File: src/rtl/regfile_wb_arbiter.sv
// Shares the register-file write port between the WB stage and the MDU, with a
// starvation guard that requests a pipeline bubble and a destination scoreboard.
module regfile_wb_arbiter #(
  parameter int STARVE_LIMIT = 4,
  parameter int MAX_OUT      = 2
) (
  input  logic        clk,
  input  logic        rst,
  input  logic        pipe_we,
  input  logic [4:0]  pipe_rd,
  input  logic [31:0] pipe_wd,
  input  logic        mdu_valid,
  input  logic [4:0]  mdu_rd,
  input  logic [31:0] mdu_wd,
  output logic        mdu_ready,
  input  logic        issue_valid,
  input  logic [4:0]  issue_rd,
  output logic        issue_ok,
  input  logic [4:0]  rs1_addr,
  input  logic [4:0]  rs2_addr,
  output logic        rs1_busy,
  output logic        rs2_busy,
  output logic        stall_req,
  output logic        WE3,
  output logic [4:0]  A3,
  output logic [31:0] WD3,
  output logic        proto_err
);

  typedef enum logic [1:0] {IDLE, WAIT, STALL} state_t;

  localparam logic [3:0] LIMIT = 4'(STARVE_LIMIT);
  localparam logic [1:0] MAX_CNT = 2'(MAX_OUT);

  state_t      state, state_nxt;
  logic [3:0]  wait_cnt, wait_cnt_nxt, wait_inc;
  logic        stall_nxt;
  logic [31:0] pending, pending_nxt;
  logic [1:0]  count;
  logic        pipe_act, mdu_acc, issue_acc;

  assign pipe_act  = pipe_we && (pipe_rd != 5'd0);
  assign mdu_ready = !pipe_act;
  assign mdu_acc   = mdu_valid && mdu_ready;
  assign issue_ok  = (count < MAX_CNT);
  assign issue_acc = issue_valid && issue_ok;
  assign rs1_busy  = pending[rs1_addr];
  assign rs2_busy  = pending[rs2_addr];
  assign wait_inc  = wait_cnt + 4'd1;

  always_comb begin
    WE3 = 1'b0;
    A3  = 5'd0;
    WD3 = 32'd0;
    if (rst) begin
      if (pipe_act) begin
        WE3 = 1'b1;
        A3  = pipe_rd;
        WD3 = pipe_wd;
      end else if (mdu_valid) begin
        WE3 = (mdu_rd != 5'd0);
        A3  = mdu_rd;
        WD3 = mdu_wd;
      end
    end
  end

  // IDLE counts the first blocked cycle as 1, so the same limit test serves both states
  always_comb begin
    state_nxt    = state;
    wait_cnt_nxt = wait_cnt;
    stall_nxt    = 1'b0;
    case (state)
      IDLE: begin
        if (mdu_valid && pipe_act) begin
          if (LIMIT == 4'd1) begin
            state_nxt    = STALL;
            wait_cnt_nxt = 4'd0;
            stall_nxt    = 1'b1;
          end else begin
            state_nxt    = WAIT;
            wait_cnt_nxt = 4'd1;
          end
        end
      end
      WAIT: begin
        if (!mdu_valid || mdu_acc) begin
          state_nxt    = IDLE;
          wait_cnt_nxt = 4'd0;
        end else if (wait_inc == LIMIT) begin
          state_nxt    = STALL;
          wait_cnt_nxt = 4'd0;
          stall_nxt    = 1'b1;
        end else begin
          wait_cnt_nxt = wait_inc;
        end
      end
      STALL: begin
        state_nxt    = IDLE;
        wait_cnt_nxt = 4'd0;
      end
      default: begin
        state_nxt    = IDLE;
        wait_cnt_nxt = 4'd0;
      end
    endcase
  end

  always_ff @(posedge clk or negedge rst) begin
    if (!rst) begin
      state     <= IDLE;
      wait_cnt  <= 4'd0;
      stall_req <= 1'b0;
    end else begin
      state     <= state_nxt;
      wait_cnt  <= wait_cnt_nxt;
      stall_req <= stall_nxt;
    end
  end

  always_ff @(posedge clk or negedge rst) begin
    if (!rst) proto_err <= 1'b0;
    else if (stall_req && pipe_we) proto_err <= 1'b1;
  end

  // clear first so a same-cycle issue to the same register wins
  always_comb begin
    pending_nxt = pending;
    if (mdu_acc && (mdu_rd != 5'd0)) pending_nxt[mdu_rd] = 1'b0;
    if (issue_acc && (issue_rd != 5'd0)) pending_nxt[issue_rd] = 1'b1;
    pending_nxt[0] = 1'b0;
  end

  always_ff @(posedge clk or negedge rst) begin
    if (!rst) pending <= 32'd0;
    else pending <= pending_nxt;
  end

  always_ff @(posedge clk or negedge rst) begin
    if (!rst) begin
      count <= 2'd0;
    end else begin
      case ({issue_acc, mdu_acc})
        2'b10:   count <= count + 2'd1;
        2'b01:   if (count != 2'd0) count <= count - 2'd1;
        default: count <= count;
      endcase
    end
  end

endmodule

File: config.mk
export PLATFORM = sky130hd
export DESIGN_NAME = regfile_wb_arbiter
export DESIGN_NICKNAME = d
export VERILOG_FILES = /design/src/rtl/regfile_wb_arbiter.sv
export SDC_FILE = /design/constraint.sdc
export NUM_CORES = 1
export LEC_CHECK = 0
export BUFFER_PORTS_ARGS = -buffer_cell sky130_fd_sc_hd__clkbuf_2
export CAP_MARGIN = 20
export CORE_ASPECT_RATIO = 1.1
export CORE_MARGIN = 8
export CORE_UTILIZATION = 53
export DETAILED_ROUTE_END_ITERATION = 8
export GPL_TIMING_DRIVEN = 0
export PLACE_DENSITY = 0.87
export SLEW_MARGIN = 25
export SYNTH_ARGS = -nofsm -noshare
export SYNTH_HDL_FRONTEND = slang
export SYNTH_SLANG_ARGS = --single-unit
File: constraint.sdc
create_clock -name clk -period 4.2 [get_ports clk]
set_input_delay 0.21 -clock clk [delete_from_list [all_inputs] [get_ports clk]]
set_output_delay 0.21 -clock clk [all_outputs]
set_load 0.02 [all_outputs]
# After elaboration in Yosys (flattened, before gate mapping)
# Cells that the tools add are included.
# op_classes
n_addsub	3
n_lt_le_gt_ge	7
eq_ne	7
mux	32
bitwise_logic	3
reduce_logical	20
# op_table
cell	n
32-bit two-way mux	5
32-bit AND	1
32-bit inverter	1
32-bit OR	1
5-bit by 6-bit less-than comparator with 1-bit output (second input constant)	4
5-bit two-way mux	3
5-bit nonzero test	3
4-bit two-way mux	3
1-bit binary-select mux with 5-bit select	2
1-bit demux with 5-bit select	2
5-bit by 1-bit greater-or-equal comparator with 1-bit output (second input constant)	2
1-bit two-way mux	10
1-bit logical AND	9
2-bit two-way mux	4
2-bit case mux with 2 select lines	2
4-bit case mux with 2 select lines	1
4-bit by 1-bit adder with 4-bit output (second input constant)	1
2-bit by 1-bit equality test with 1-bit output (second input constant)	2
4-bit by 3-bit equality test with 1-bit output (second input constant)	1
2-bit inequality test (second input constant)	2
2-bit AND reduction	2
2-bit nonzero test	2
3-bit inequality test (second input constant)	1
2-bit by 1-bit adder with 2-bit output (second input constant)	1
6 further kinds	7
# word_totals
reg_bits	41
output_inout_bits	44

# Depth between registers and ports, before layout
# depth
depth_word	9
ltp_mapped	8
mapped_depth_nobuf	5

# Worst setup path after synthesis
# No wires, ideal clock.
# synth_path
kind	input -> output
start	input port pipe_rd[3]
end	output port WD3[10]
arrival_ns	1.751
path_slack_ns	2.239
path_stages	7
path_buffers	2
path_cell_list	or3_4 o21a_1 buf_6 inv_2 buf_2 nand3_1 a21boi_0
# synth_between
elab_chain_cells	4
# synth_rtl
element	line	text
start, declared	10	input logic [4:0] pipe_rd,
5-bit nonzero test	42	assign pipe_act = pipe_we && (pipe_rd != 5'd0);
1-bit logical AND	42	
32-bit two-way mux	56	if (pipe_act) begin
32-bit two-way mux	55	if (rst) begin
end, declared	26	output logic [31:0] WD3,
# No other way between the ends.

# Worst setup path after layout
# layout_path
start	input port rst
end	output port WD3[13]
# layout_between
elab_chain_cells	1
# layout_rtl
element	line	text
start, declared	8	input logic rst,
32-bit two-way mux	55	
# No other way between the ends.

==> metrics.csv <==
stage;metric;value;unit
clock_tree;clk_pin_slew;0.08;ns
route;vias;3809;
clock_tree;clock_sinks;41;
min_path;hold_path.class;input pin to asynchronous set/reset pin;
global_route;grt_usage;25.2;%
synthesis;syn_area;3370;µm²
layout;layout-drive-gt1-share;32.4;%
timing;finalClockSkew;0.00485;ns
synthesis;postSynthCellCount;394;
clock_tree;postCtsSetupBuffers;0;
floorplan;die_w;92.1;µm
synthesis;ys_ff_latch;41;
worst_setup_path;critPathLaunchType;input pin;
route;drtPass1Iterations;5;
place;detailed_place_hpwl;9.54;mm
synthesis;avgSynthCellArea;8.56;µm²
synthesis;synth_top_area_share;30.4;%
layout;design_area;4220;µm²
route;wl_per_cell;19.7;µm
timing;final-setup-viol-count;0;
layout;diodes;0;
layout;syn_to_final_growth;25.1;%
timing;period_minus_slack;2.36;ns
clock_tree;cts.hold.buffers_added;0;
worst_setup_path;r2r_start;wait_cnt[0];
worst_setup_path;arrival;2.15;ns
timing;worst_slew_pin_slew;0.939;ns
floorplan;ioPinCount;138;
timing;drv_slew;0;
timing;final.period_utilization;56.1;%
place;dp_cells;600;
synthesis;synth_fp_nets;490;
worst_setup_path;critical_path_class;input pin to primary output;
clock_tree;clock-root-buffer;clkbuf_8;
floorplan;rows;30;
worst_setup_path;cp.required;3.99;ns
global_route;grt_pass1_vias;3839;
power_and_ir_drop;leakage;1.94;nW
synthesis;yosysMostFrequentCell;nand2_1;
place;gp_congestion;0.907;
clock_tree;cts.repair.resized;0;
route;drt-initial-drc-count;349;
place;io_buffers;126;
route;post-route-drc-count;0;
power_and_ir_drop;cellPowerDensity;288;nW/µm²
clock_tree;cts_buffer_depth;2;
job;cap_violations;0;
layout;fillers;532;
layout;nets;623;
place;place_area;4110;µm²
worst_setup_path;critPathMaxFanout;43;
power_and_ir_drop;ir_drop;0.170;mV
synthesis;ys_seq_area_share;30.4;%
synthesis;synth_cell_types;53;
synthesis;synthFlopType;dfrtp_1;
route;viasPerCell;6.26;
layout;fin_util;68.6;%
timing;tns;0;ns
global_route;overflow;0;
timing;timing.slew.headroom;37.4;%
synthesis;async_flop_share;100;%
floorplan;initial_utilization;54.8;%
floorplan;fp.coreArea;6160;µm²
global_route;grt_pass1_wl;18.9;mm
timing;finalHoldViolCount;0;
clock_tree;cts_made_buffers;5;
floorplan;die_area;9180;µm²
route;ant_nets;0;
worst_setup_path;crit_path_start;rst;
timing;fmax;424;MHz
timing;rsz0062_at_grt;false;
synthesis;synth_top_cell_by_area;dfrtp_1;
floorplan;die_y;99.7;µm
timing;whs;0.0531;ns
global_route;grt_max_degree;44;
clock_tree;h-tree-depth;2;
global_route;antenna_found_initial;0;
clock_tree;clock_latency;0.29;ns
route;wl;12.0;mm
synthesis;synth_area_leaders;dfrtp_1, mux4_2, a21boi_0;
clock_tree;cts_tree;yes;
layout;finalNonFillerCells;608;
worst_setup_path;crit_path_end_kind;primary output;
outcome;status;completed;
synthesis;synth_commonest_cells;nand2_1, dfrtp_1, nand3_1;
synthesis;synth_warnings;0;
synthesis;synth-edff-count;0;
==> path summary, 6_finish.rpt <==
path                       slack (ns)  cells after the start           to
hold / removal                   0.05                      1    stall_req
hold reg to reg                  0.47                      1    proto_err
setup / recovery                 1.84                      5      WD3[13]
max in group asynchronous        3.56                      1  pending[28]
min in group clk                 0.18                      2     count[0]
setup reg to reg                 2.44                      5  wait_cnt[2]
==> worst max-delay path, stage by stage <==
cell      delay, ns
buf_2          0.70
clkbuf_1       0.38
clkbuf_1       0.32
a21boi_0       0.30
clkbuf_2       0.22
==> per-layer routing <==
layer  vias up  global-route usage [%]  routed length, µm
met5         -                       0                  0
met4         0                    10.4                377
met3        27                    7.69               1540
met2       252                    42.5               5730
met1      1768                    28.8               4340
li1       1762                       -                  -
==> through the flow <==
| step | setup WS, ns | power (mW) |
|---|---|---|
| floorplan | 2.24 | 0.741 |
| global placement | 1.74 | 0.877 |
| detailed placement | 1.68 | 0.891 |
| CTS | 1.68 | 1.22 |
| global route | 1.57 | 1.27 |
| finish | 1.84 | 1.22 |
==> power breakdown <==
group / total [mW] / internal [mW] / leakage (nW) / switching (mW)
Combinational: 0.390 / 0.176 / 1.36 / 0.214
Clock: 0.327 / 0.194 / 0.0585 / 0.134
Sequential: 0.500 / 0.446 / 0.526 / 0.0535
Total: 1.22 / 0.816 / 1.94 / 0.401
==> layout by cell type, fill, tap and decap left out, types with 2 or more instances in the layout <==
| cell type | Yosys | layout |
|---|---|---|
| a21boi_0 | 27 | 27 |
| a21boi_1 | 9 | 9 |
| a21o_1 | 2 | 2 |
| a21oi_1 | 7 | 7 |
| a32oi_1 | 3 | 3 |
| and3_1 | 3 | 3 |
| buf_1 | 2 | 2 |
| buf_2 | 8 | 9 |
| buf_6 | 6 | 6 |
| clkbuf_1 | 18 | 19 |
| clkbuf_2 | 0 | 125 |
| clkbuf_8 | 0 | 6 |
| dfrtp_1 | 41 | 41 |
| ha_1 | 2 | 2 |
| inv_1 | 12 | 12 |
| mux2i_1 | 5 | 5 |
| mux4_2 | 13 | 13 |
| nand2_1 | 49 | 49 |
| nand2b_1 | 4 | 4 |
| nand3_1 | 38 | 38 |
| nand3b_1 | 12 | 12 |
| nand4_1 | 15 | 15 |
| nor2_1 | 17 | 17 |
| nor2b_1 | 5 | 5 |
| nor3_1 | 6 | 6 |
| nor3b_1 | 2 | 2 |
| o211ai_1 | 4 | 4 |
| o21a_1 | 2 | 2 |
| o21ai_0 | 13 | 13 |
| o21ai_1 | 10 | 10 |
| o221ai_1 | 4 | 4 |
| o2bb2ai_1 | 10 | 10 |
| o31ai_1 | 2 | 2 |
| o41ai_1 | 15 | 15 |
| or3_1 | 2 | 2 |
| or3b_2 | 5 | 5 |
| or4_1 | 3 | 3 |
==> layout make-up <==
type / count / area, µm² / area share [%]
clock buffers: 7 / 86.3 / 2.05
clock inverters: 1 / 30.0 / 0.711
inverters: 13 / 48.8 / 1.16
well taps: 80 / 100 / 2.37
plain buffers: 35 / 190 / 4.51
multi-input cells: 305 / 2110 / 50.0
repair buffers: 126 / 631 / 14.9
flip-flops and latches: 41 / 1030 / 24.3
==> registers in the layout, summed over array words and instances (netlist names) <==
| signal | count |
|---|---|
| proto_err | 1 |
| count | 2 |
| stall_req | 1 |
| pending | 31 |
| state | 2 |
| wait_cnt | 4 |
==> cell families (layout without fill, tap and decap cells) <==
group	count (synthesis)	count (layout)	synth area share, %
buffers and inverters	48	182	7.08
multiplexers	19	19	10.5
flip-flops	41	41	30.4
AND/OR/NAND/NOR	168	168	26.1
XOR/XNOR	1	1	0.260
AO/OA/AOI/OAI	115	115	25.0
adder cells (fa/ha/maj)	2	2	0.741
(Power assumes the default switching activity.)
